**src/rtl/otter_decode_stage.sv**
```systemverilog
// OTTER decode stage: decodes IF_IR/IF_PC into the DE pipeline register and detects load-use hazards.
// Define OTTER_MEXT_EN to enable M-extension (MULDIV) decode; otherwise DE_MULDIV is tied to 0.
module otter_decode_stage #(
    parameter int unsigned XLEN  = 32,
    parameter int unsigned CNT_W = 16
) (
    input  logic             CLK,
    input  logic             RST,
    input  logic             IF_VALID,
    input  logic [31:0]      IF_IR,
    input  logic [XLEN-1:0]  IF_PC,
    output logic             IF_READY,
    input  logic             EX_READY,
    input  logic             FLUSH,
    output logic             DE_VALID,
    output logic [XLEN-1:0]  DE_PC,
    output logic [31:0]      DE_IR,
    output logic [4:0]       DE_RS1,
    output logic [4:0]       DE_RS2,
    output logic [4:0]       DE_RD,
    output logic [3:0]       DE_ALU_FUN,
    output logic             DE_ALU_SRC_A,
    output logic [1:0]       DE_ALU_SRC_B,
    output logic [1:0]       DE_RF_WR_SEL,
    output logic             DE_RF_WR_EN,
    output logic             DE_MEM_WRITE,
    output logic             DE_MEM_READ2,
    output logic             DE_MULDIV,
    output logic             DE_ILLEGAL,
    output logic [CNT_W-1:0] STALL_CNT
);

    localparam logic [6:0] OpLui    = 7'b0110111;
    localparam logic [6:0] OpAuipc  = 7'b0010111;
    localparam logic [6:0] OpJal    = 7'b1101111;
    localparam logic [6:0] OpJalr   = 7'b1100111;
    localparam logic [6:0] OpBranch = 7'b1100011;
    localparam logic [6:0] OpLoad   = 7'b0000011;
    localparam logic [6:0] OpStore  = 7'b0100011;
    localparam logic [6:0] OpOpImm  = 7'b0010011;
    localparam logic [6:0] OpOp     = 7'b0110011;
    localparam logic [6:0] OpSystem = 7'b1110011;

    // Instruction fields
    logic [6:0] opcode;
    logic [2:0] func3;
    logic [4:0] rs1, rs2, rd;

    assign opcode = IF_IR[6:0];
    assign func3  = IF_IR[14:12];
    assign rs1    = IF_IR[19:15];
    assign rs2    = IF_IR[24:20];
    assign rd     = IF_IR[11:7];

    // Combinational decode of the fetched instruction
    logic [3:0] dec_alu_fun;
    logic       dec_alu_src_a;
    logic [1:0] dec_alu_src_b;
    logic [1:0] dec_rf_wr_sel;
    logic       dec_rf_wr_en;
    logic       dec_mem_write;
    logic       dec_mem_read2;
    logic       dec_muldiv;
    logic       dec_illegal;
    logic       rs1_used;
    logic       rs2_used;

    always_comb begin
        dec_alu_fun   = 4'b0000;
        dec_alu_src_a = 1'b0;
        dec_alu_src_b = 2'd0;
        dec_rf_wr_sel = 2'd3;
        dec_rf_wr_en  = 1'b0;
        dec_mem_write = 1'b0;
        dec_mem_read2 = 1'b0;
        dec_muldiv    = 1'b0;
        dec_illegal   = 1'b0;
        rs1_used      = 1'b0;
        rs2_used      = 1'b0;

        case (opcode)
            OpLui: begin
                dec_alu_fun   = 4'b1001;
                dec_alu_src_a = 1'b1;
                dec_rf_wr_en  = 1'b1;
            end
            OpAuipc: begin
                dec_alu_src_a = 1'b1;
                dec_alu_src_b = 2'd3;
                dec_rf_wr_en  = 1'b1;
            end
            OpJal: begin
                dec_rf_wr_sel = 2'd0;
                dec_rf_wr_en  = 1'b1;
            end
            OpJalr: begin
                dec_alu_src_b = 2'd1;
                dec_rf_wr_sel = 2'd0;
                dec_rf_wr_en  = 1'b1;
                rs1_used      = 1'b1;
            end
            OpBranch: begin
                rs1_used = 1'b1;
                rs2_used = 1'b1;
            end
            OpLoad: begin
                dec_alu_src_b = 2'd1;
                dec_rf_wr_sel = 2'd2;
                dec_rf_wr_en  = 1'b1;
                dec_mem_read2 = 1'b1;
                rs1_used      = 1'b1;
            end
            OpStore: begin
                dec_alu_src_b = 2'd2;
                dec_mem_write = 1'b1;
                rs1_used      = 1'b1;
                rs2_used      = 1'b1;
            end
            OpOpImm: begin
                // Only shift-right immediates carry the arithmetic/logical select in IR[30]
                dec_alu_fun   = (func3 == 3'b101) ? {IF_IR[30], func3} : {1'b0, func3};
                dec_alu_src_b = 2'd1;
                dec_rf_wr_en  = 1'b1;
                rs1_used      = 1'b1;
            end
            OpOp: begin
                dec_alu_fun  = {IF_IR[30], func3};
                dec_rf_wr_en = 1'b1;
                rs1_used     = 1'b1;
                rs2_used     = 1'b1;
`ifdef OTTER_MEXT_EN
                if (IF_IR[31:25] == 7'b0000001) begin
                    dec_muldiv  = 1'b1;
                    dec_alu_fun = {1'b0, func3};
                end
`endif
            end
            OpSystem: begin
                dec_alu_fun   = 4'b1001;
                dec_rf_wr_sel = 2'd1;
            end
            default: begin
                dec_illegal = 1'b1;
            end
        endcase
    end

    // DE pipeline register
    logic             de_valid_q, de_valid_d;
    logic [XLEN-1:0]  de_pc_q, de_pc_d;
    logic [31:0]      de_ir_q, de_ir_d;
    logic [4:0]       de_rs1_q, de_rs1_d;
    logic [4:0]       de_rs2_q, de_rs2_d;
    logic [4:0]       de_rd_q, de_rd_d;
    logic [3:0]       de_alu_fun_q, de_alu_fun_d;
    logic             de_alu_src_a_q, de_alu_src_a_d;
    logic [1:0]       de_alu_src_b_q, de_alu_src_b_d;
    logic [1:0]       de_rf_wr_sel_q, de_rf_wr_sel_d;
    logic             de_rf_wr_en_q, de_rf_wr_en_d;
    logic             de_mem_write_q, de_mem_write_d;
    logic             de_mem_read2_q, de_mem_read2_d;
    logic             de_muldiv_q, de_muldiv_d;
    logic             de_illegal_q, de_illegal_d;
    logic [CNT_W-1:0] stall_cnt_q, stall_cnt_d;

    logic load_en;
    logic hazard;

    assign load_en = !de_valid_q || EX_READY;
    assign hazard  = IF_VALID && de_valid_q && de_mem_read2_q && (de_rd_q != 5'd0) &&
                     ((rs1_used && (rs1 == de_rd_q)) || (rs2_used && (rs2 == de_rd_q)));
    assign IF_READY = FLUSH || (load_en && !hazard);

    always_comb begin
        de_valid_d     = de_valid_q;
        de_pc_d        = de_pc_q;
        de_ir_d        = de_ir_q;
        de_rs1_d       = de_rs1_q;
        de_rs2_d       = de_rs2_q;
        de_rd_d        = de_rd_q;
        de_alu_fun_d   = de_alu_fun_q;
        de_alu_src_a_d = de_alu_src_a_q;
        de_alu_src_b_d = de_alu_src_b_q;
        de_rf_wr_sel_d = de_rf_wr_sel_q;
        de_rf_wr_en_d  = de_rf_wr_en_q;
        de_mem_write_d = de_mem_write_q;
        de_mem_read2_d = de_mem_read2_q;
        de_muldiv_d    = de_muldiv_q;
        de_illegal_d   = de_illegal_q;
        stall_cnt_d    = stall_cnt_q;

        if (FLUSH || (load_en && hazard)) begin
            // Empty slot: side-effecting controls must read as 0
            de_valid_d     = 1'b0;
            de_rf_wr_en_d  = 1'b0;
            de_mem_write_d = 1'b0;
            de_mem_read2_d = 1'b0;
            de_muldiv_d    = 1'b0;
            de_illegal_d   = 1'b0;
            if (!FLUSH && (stall_cnt_q != {CNT_W{1'b1}})) begin
                stall_cnt_d = stall_cnt_q + CNT_W'(1);
            end
        end else if (load_en) begin
            de_valid_d     = IF_VALID;
            de_pc_d        = IF_PC;
            de_ir_d        = IF_IR;
            de_rs1_d       = rs1;
            de_rs2_d       = rs2;
            de_rd_d        = rd;
            de_alu_fun_d   = dec_alu_fun;
            de_alu_src_a_d = dec_alu_src_a;
            de_alu_src_b_d = dec_alu_src_b;
            de_rf_wr_sel_d = dec_rf_wr_sel;
            de_rf_wr_en_d  = IF_VALID && dec_rf_wr_en;
            de_mem_write_d = IF_VALID && dec_mem_write;
            de_mem_read2_d = IF_VALID && dec_mem_read2;
            de_muldiv_d    = IF_VALID && dec_muldiv;
            de_illegal_d   = IF_VALID && dec_illegal;
        end
    end

    always_ff @(posedge CLK) begin
        if (RST) begin
            de_valid_q     <= 1'b0;
            de_pc_q        <= '0;
            de_ir_q        <= '0;
            de_rs1_q       <= '0;
            de_rs2_q       <= '0;
            de_rd_q        <= '0;
            de_alu_fun_q   <= '0;
            de_alu_src_a_q <= 1'b0;
            de_alu_src_b_q <= '0;
            de_rf_wr_sel_q <= '0;
            de_rf_wr_en_q  <= 1'b0;
            de_mem_write_q <= 1'b0;
            de_mem_read2_q <= 1'b0;
            de_muldiv_q    <= 1'b0;
            de_illegal_q   <= 1'b0;
            stall_cnt_q    <= '0;
        end else begin
            de_valid_q     <= de_valid_d;
            de_pc_q        <= de_pc_d;
            de_ir_q        <= de_ir_d;
            de_rs1_q       <= de_rs1_d;
            de_rs2_q       <= de_rs2_d;
            de_rd_q        <= de_rd_d;
            de_alu_fun_q   <= de_alu_fun_d;
            de_alu_src_a_q <= de_alu_src_a_d;
            de_alu_src_b_q <= de_alu_src_b_d;
            de_rf_wr_sel_q <= de_rf_wr_sel_d;
            de_rf_wr_en_q  <= de_rf_wr_en_d;
            de_mem_write_q <= de_mem_write_d;
            de_mem_read2_q <= de_mem_read2_d;
            de_muldiv_q    <= de_muldiv_d;
            de_illegal_q   <= de_illegal_d;
            stall_cnt_q    <= stall_cnt_d;
        end
    end

    assign DE_VALID     = de_valid_q;
    assign DE_PC        = de_pc_q;
    assign DE_IR        = de_ir_q;
    assign DE_RS1       = de_rs1_q;
    assign DE_RS2       = de_rs2_q;
    assign DE_RD        = de_rd_q;
    assign DE_ALU_FUN   = de_alu_fun_q;
    assign DE_ALU_SRC_A = de_alu_src_a_q;
    assign DE_ALU_SRC_B = de_alu_src_b_q;
    assign DE_RF_WR_SEL = de_rf_wr_sel_q;
    assign DE_RF_WR_EN  = de_rf_wr_en_q;
    assign DE_MEM_WRITE = de_mem_write_q;
    assign DE_MEM_READ2 = de_mem_read2_q;
    assign DE_MULDIV    = de_muldiv_q;
    assign DE_ILLEGAL   = de_illegal_q;
    assign STALL_CNT    = stall_cnt_q;

endmodule
```
**config.mk**
```make
export PLATFORM = sky130hd
export DESIGN_NAME = otter_decode_stage
export DESIGN_NICKNAME = d
export VERILOG_FILES = /design/src/rtl/otter_decode_stage.sv
export SDC_FILE = /design/constraint.sdc
export NUM_CORES = 1
export LEC_CHECK = 0
export ABC_CLOCK_PERIOD_IN_PS = 2000
export CORE_MARGIN = 8
export CORE_UTILIZATION = 38
export CTS_CLUSTER_SIZE = 30
export DETAILED_ROUTE_END_ITERATION = 10
export GPL_ROUTABILITY_DRIVEN = 0
export PLACE_DENSITY = 0.82
export SLEW_MARGIN = 20
export SYNTH_ARGS = -nofsm -noshare
export SYNTH_HDL_FRONTEND = slang
export SYNTH_SLANG_ARGS = --single-unit
```
**constraint.sdc**
```tcl
create_clock -name CLK -period 2 [get_ports CLK]
set_input_delay 0.2 -clock CLK [delete_from_list [all_inputs] [get_ports CLK]]
set_output_delay 0.2 -clock CLK [all_outputs]
set_load 0.01 [all_outputs]
```
==> impl_metrics.env, run 1 <==
export IMPL_status="finished, violations left"
export IMPL_violations="negative setup slack"
export IMPL_tightest_slew_ps=564.9
export IMPL_cts_root_buf="clkbuf_8"
export IMPL_busiest_layer="met2"
export IMPL_path_clk_slew_ps=100
export IMPL_utilization_pct=68.90
export IMPL_cap_viol_max_count=0
export IMPL_grt_max_degree=49
export IMPL_synth_distinct_cells=45
export IMPL_critical_path_most_common_cell="buf_6"
export IMPL_arrival_ps=2410
export IMPL_antenna_left=0
export IMPL_grt_pass1_vias=4527
export IMPL_ys_warn_count=0
export IMPL_num_vias=4462
export IMPL_syn_to_final_growth_pct=76.01
export IMPL_syn_nets=580
export IMPL_hp_class="input port to register"
export IMPL_synth_top_area_share_pct=46.56
export IMPL_ff2ff_setup_slack_ps=-160
export IMPL_start_util_pct=39.15
export IMPL_netlist_instances=510
export IMPL_async_flop_share_pct=0
export IMPL_core_area_um2=10320
export IMPL_synthTopCellsByCount="nand2_1, dfxtp_1, a21oi_1"
export IMPL_htree_levels=3
export IMPL_fin_skew_ps=12.90
export IMPL_hpwl_um=10120
export IMPL_fmax_mhz=462.6
export IMPL_cts_tree="yes"
export IMPL_fin_crit_ps=2162
export IMPL_use_met3_pct=5.716
export IMPL_diodes=0
export IMPL_drt_wl_total_um=15140
export IMPL_setup_viol=87
export IMPL_ys_flop_type="dfxtp_1"
export IMPL_cp_end_kind="register"
export IMPL_chipWidth_um=119.1
export IMPL_final_setup_worst_slack_ps=-161.5
export IMPL_p_per_area_nw_per_um2=609.5
export IMPL_grt_overflow=0
export IMPL_fp_row_count=37
export IMPL_drtIter0Drc=298
export IMPL_fin_setup_tns_ps=-9018
export IMPL_yosys_area_top_type="dfxtp_1"
export IMPL_maxSlewViolCount=0
export IMPL_grtUsageTotal_pct=19.44
export IMPL_groute_layer_met1_usage_pct=21.76
export IMPL_final_nets=799
export IMPL_rsz0062_at_grt="yes"
export IMPL_cts_sinks=94
export IMPL_grt_pass1_wl_um=23060
export IMPL_slowest_stage="or4_4"
export IMPL_use_met2_pct=34.88
export IMPL_die_area_um2=14190
export IMPL_ys_seq_elements=94
export IMPL_io_pins=180
export IMPL_cts_buffers=9
export IMPL_synth_edff_count=0
export IMPL_route_detailed_drc=0
export IMPL_wl_per_cell_um=17.40
export IMPL_max_slew_margin_pct=62.34
export IMPL_yosys_top_cells_area="dfxtp_1, nand2_1, a21oi_1"
export IMPL_critical_path_cell_chain="or4_4 -> nor2_4 -> nor3b_4 -> buf_6 -> a211oi_4 -> buf_6 -> buf_12 -> buf_6 -> nor2_2 -> a211oi_1"
export IMPL_hold_viol=0
export IMPL_netlist_area_um2=4041
export IMPL_synth_seq_area_share_pct=46.56
export IMPL_irDropWorstVdd_uv=401.7
export IMPL_numPortBuffers=178
export IMPL_crit_type="register to register"
export IMPL_final_layout_size_suffix_gt1_share_pct=23.98
export IMPL_min_period_over_period_pct=108.1
export IMPL_vias_per_cell=5.129
export IMPL_cp_start_kind="register"
export IMPL_antenna_found_initial=0
export IMPL_dr_pass1_iters=4
export IMPL_dieHeight_um=119.1
export IMPL_slowest_delay_ps=540
export IMPL_critical_path_max_fanout=5
export IMPL_syn_area_per_cell_um2=7.924
export IMPL_required_ps=2250
export IMPL_clockBufferDepth=2
export IMPL_p_leak_uw=0.002691
export IMPL_worstSkewPairLatency_ps=350
export IMPL_synth_most_common_cell="nand2_1"
[power by group]
group / internal (uW) / switching [uW]
clock network: 742 / 664
logic: 520 / 402
registers: 1950 / 51.9
[final cells by class]
cell class,instances,area (um2)
sequential,94,1886
clock inverter,5,81.33
fill,786,3211
inverter,4,15.01
clock buffer,11,141.4
tap,136,170.2
multi-input combinational,363,2191
timing repair buffer,257,2629
[through the flow]
stage               power, uW  cells  cell area [um2]  worst slack [ps]  hold slack (ps)
floorplan                2360    510             4046             6.047            320.7
global placement         2792    830             6205            -603.7            441.7
detailed placement       2813    830             6205            -765.1            445.7
CTS                      4295    860             6761            -100.8            280.8
global route             4508    870             7113            -240.0            319.2
finish                   4335    870             7113            -161.5            331.0
[cells in the final DEF, fill, tap and decap left out, types with 7 or more instances in the layout]
cell type | Yosys | layout
clkbuf_8 | 0 | 10
buf_12 | 0 | 7
clkdlybuf4s50_1 | 0 | 176
a21oi_1 | 85 | 61
nand2_2 | 0 | 13
o21ai_0 | 12 | 11
nand2_1 | 145 | 126
buf_4 | 23 | 54
dfxtp_1 | 94 | 91
or3_1 | 9 | 8
a21oi_2 | 0 | 24
nand4_1 | 8 | 8
nand3_1 | 14 | 13
buf_6 | 0 | 9
nor2_1 | 18 | 15
[state kept, by name, summed over array words and instances, names as in the netlist, 2 cells and up]
name	cells
DE_PC	32
STALL_CNT	16
DE_ALU_SRC_B	2
DE_RF_WR_SEL	2
DE_IR	32
DE_ALU_FUN	4
[routing by layer]
layer | vias up | routed length (um)
li1 | 2136 | -
met1 | 2136 | 5984
met2 | 163 | 7744
met3 | 27 | 1079
met4 | 0 | 333
met5 | - | 0
[worst max-delay path, delay by kind of cell (launching register included)]
| kind | cells | cell delay [ps] |
|---|---|---|
| and+or+nand+nor | 4 | 780 |
| AOI/OAI and AO/OA | 2 | 430 |
| buffers and inverters | 4 | 510 |
| DFF | 1 | 330 |
[worst paths after layout]
path | cells after the start | to | startpoint
setup / recovery | 10 | DE_RF_WR_SEL[0] | DE_IR[9]
setup reg to reg | 10 | DE_RF_WR_SEL[0] | DE_IR[9]
hold / removal | 2 | DE_PC[19] | RST
hold reg to reg | 2 | DE_ALU_FUN[1] | DE_ALU_FUN[1]
[cell families (layout without fill, tap and decap cells)]
| family | count (synthesis) | count (layout) | share of synthesized area [%] |
|---|---|---|---|
| XOR/XNOR | 13 | 13 | 2.817 |
| other | 1 | 1 | 0.09279 |
| flip-flops | 94 | 94 | 46.56 |
| multiplexers | 2 | 2 | 0.5572 |
| AO/OA/AOI/OAI | 116 | 116 | 16.44 |
| AND/OR/NAND/NOR | 229 | 230 | 25.67 |
| adder cells (fa/ha/maj) | 1 | 1 | 0.3095 |
| buffers and inverters | 54 | 277 | 7.554 |
[repair_timing]
item                       CTS  global route
resized for setup           46            55
buffers inserted            10             7
setup endpoints to repair   88            89
cloned                       4             5
pin swaps                   17            31
hold buffers                 0             0
Power figures use the tool's default switching activity.
==> run 2, diff against run 1 <==
- CORE_ASPECT_RATIO: default -> 1.1
- GPL_ROUTABILITY_DRIVEN: 0 -> default
==> run 2 against run 1 <==
Effect of this change:
- the flow still finishes with violations (negative setup slack)
- register-to-register slack better by 60 ps
- global-route usage increased by 0.52 points
- clock-buffer cell count unchanged
- cell area decreased by 3.3%
- hold slack worse by 110 ps
- clock power up 40%
- non-clock buffer count shrank 17
- critical path depth shrank 2
- first-iteration DRC count rose by 1.7%
- sequential cell count stayed put
- clock skew decreased by 7.6 ps
- highest routed layer unchanged
==> impl_metrics.env, run 2 (synthesis results as in run 1) <==
export IMPL_n_fill_cell=849
export IMPL_cap_viol_max_count=0
export IMPL_start_util_pct=38.88
export IMPL_tightest_slew_ps=702.4
export IMPL_layout_common_cells="clkdlybuf4s50_1, nand2_1, dfxtp_1"
export IMPL_chipWidth_um=114.3
export IMPL_groute_layer_met1_usage_pct=20.57
export IMPL_hp_class="input port to register"
export IMPL_crit_type="register to register"
export IMPL_ff2ff_setup_slack_ps=-100
export IMPL_grt_overflow=0
export IMPL_violations="negative setup slack"
export IMPL_min_period_over_period_pct=105.1
export IMPL_core_area_um2=10390
export IMPL_fin_crit_ps=2102
export IMPL_slowest_stage="or4_4"
export IMPL_dr_pass1_iters=4
export IMPL_final_nets=781
export IMPL_cts_buffers=9
export IMPL_io_pins=180
export IMPL_route_detailed_drc=0
export IMPL_place_area_um2=6221
export IMPL_stdcell_area_um2=6877
export IMPL_num_vias=4306
export IMPL_setup_viol=75
export IMPL_busiest_layer="met2"
export IMPL_critical_path_max_fanout=6
export IMPL_required_ps=2270
export IMPL_antenna_found_initial=0
export IMPL_syn_to_final_growth_pct=70.15
export IMPL_grtUsageTotal_pct=19.95
export IMPL_drtIter0Drc=303
export IMPL_fmax_mhz=475.8
export IMPL_dieHeight_um=124.2
export IMPL_numPortBuffers=178
export IMPL_cts_hold_buf=0
export IMPL_clockBufferDepth=2
export IMPL_maxSlewViolCount=0
export IMPL_antenna_left=0
export IMPL_p_leak_uw=0.002593
export IMPL_use_met3_pct=5.626
export IMPL_diodes=0
export IMPL_total_power_uw=4807
export IMPL_use_met2_pct=37.48
export IMPL_die_area_um2=14190
export IMPL_utilization_pct=66.16
export IMPL_cp_start_kind="register"
export IMPL_gp_congestion=0.9186
export IMPL_grt_pass1_vias=4476
export IMPL_slowest_delay_ps=540
export IMPL_cts_tree="yes"
export IMPL_htree_levels=3
export IMPL_drt_wl_total_um=14280
export IMPL_status="finished, violations left"
export IMPL_cts_sinks=94
export IMPL_rsz0062_at_grt="yes"
export IMPL_irDropWorstVdd_uv=471.5
export IMPL_cp_end_kind="register"
export IMPL_hpwl_um=10470
export IMPL_fin_skew_ps=5.343
export IMPL_pre_cts_slack_ps=-543.9
export IMPL_p_per_area_nw_per_um2=699.0
export IMPL_vias_per_cell=5.013
export IMPL_max_slew_margin_pct=53.17
export IMPL_hold_viol=0
export IMPL_arrival_ps=2370
export IMPL_final_layout_size_suffix_gt1_share_pct=18.85
export IMPL_fp_row_count=39
export IMPL_final_setup_worst_slack_ps=-101.7
export IMPL_critical_path_cell_chain="or4_4 -> nor2_4 -> nor3b_4 -> buf_6 -> a211o_4 -> buf_12 -> or2_0 -> a21oi_1"
export IMPL_path_clk_slew_ps=70
export IMPL_grt_max_degree=35
export IMPL_grt_pass1_wl_um=22620
export IMPL_cts_root_buf="clkbuf_16"
export IMPL_wl_per_cell_um=16.62
export IMPL_final_common_cell="clkdlybuf4s50_1"
export IMPL_worstSkewPairLatency_ps=340
==> run 2: per-layer routing <==
| layer | up-vias | share of wire [%] |
|---|---|---|
| li1 | 2110 | - |
| met1 | 2029 | 38 |
| met2 | 141 | 53 |
| met3 | 26 | 6.9 |
| met4 | 0 | 2.0 |
| met5 | - | 0 |
==> run 2: final cells by class <==
cell class / count / area, um2 / share of cell area [%]
Timing Repair Buffer: 240 / 2389 / 34.73
Multi-Input combinational cell: 362 / 2061 / 29.97
Sequential cell: 94 / 1884 / 27.40
Clock buffer: 11 / 242.7 / 3.530
Tap cell: 143 / 178.9 / 2.602
Clock inverter: 5 / 106.4 / 1.547
Inverter: 4 / 15.01 / 0.2183
==> run 2: final timing paths <==
| check | from | end | cells after the start |
|---|---|---|---|
| worst max-delay path | DE_IR[9] | DE_ALU_SRC_A | 8 |
| worst min register to register | DE_MEM_WRITE | DE_MEM_WRITE | 2 |
| worst min-delay path | IF_IR[6] | DE_IR[6] | 3 |
| worst max register to register | DE_IR[9] | DE_ALU_SRC_A | 8 |
==> run 2: report_power, final <==
group	internal, uW	total (uW)	switching, uW
sequential	1960	2000	48.2
combinational	462	825	362
clock	1260	1980	720
total	3680	4810	1130
==> run 2: metrics by stage <==
stage          setup TNS, ps  std cells  hold slack [ps]
2_1_floorplan              0        510            320.7
3_3_place_gp          -33680        833            440.6
3_5_place_dp          -35870        833            446.2
4_1_cts                -3462        857            266.4
5_1_grt                -9420        859            245.7
6_report               -2321        859            223.5
==> run 2: repair_timing <==
action | CTS | global route
pin swaps | 19 | 8
endpoints found under the setup margin | 88 | 88
cloned | 1 | 0
resized for setup | 36 | 30
buffers inserted | 7 | 2
==> run 2: critical path, delay by kind of cell, from the launching register on <==
kind,cells,cell delay (ps)
DFF,1,320
AOI/OAI and AO/OA,2,510
buffers and inverters,2,270
and+or+nand+nor,4,920
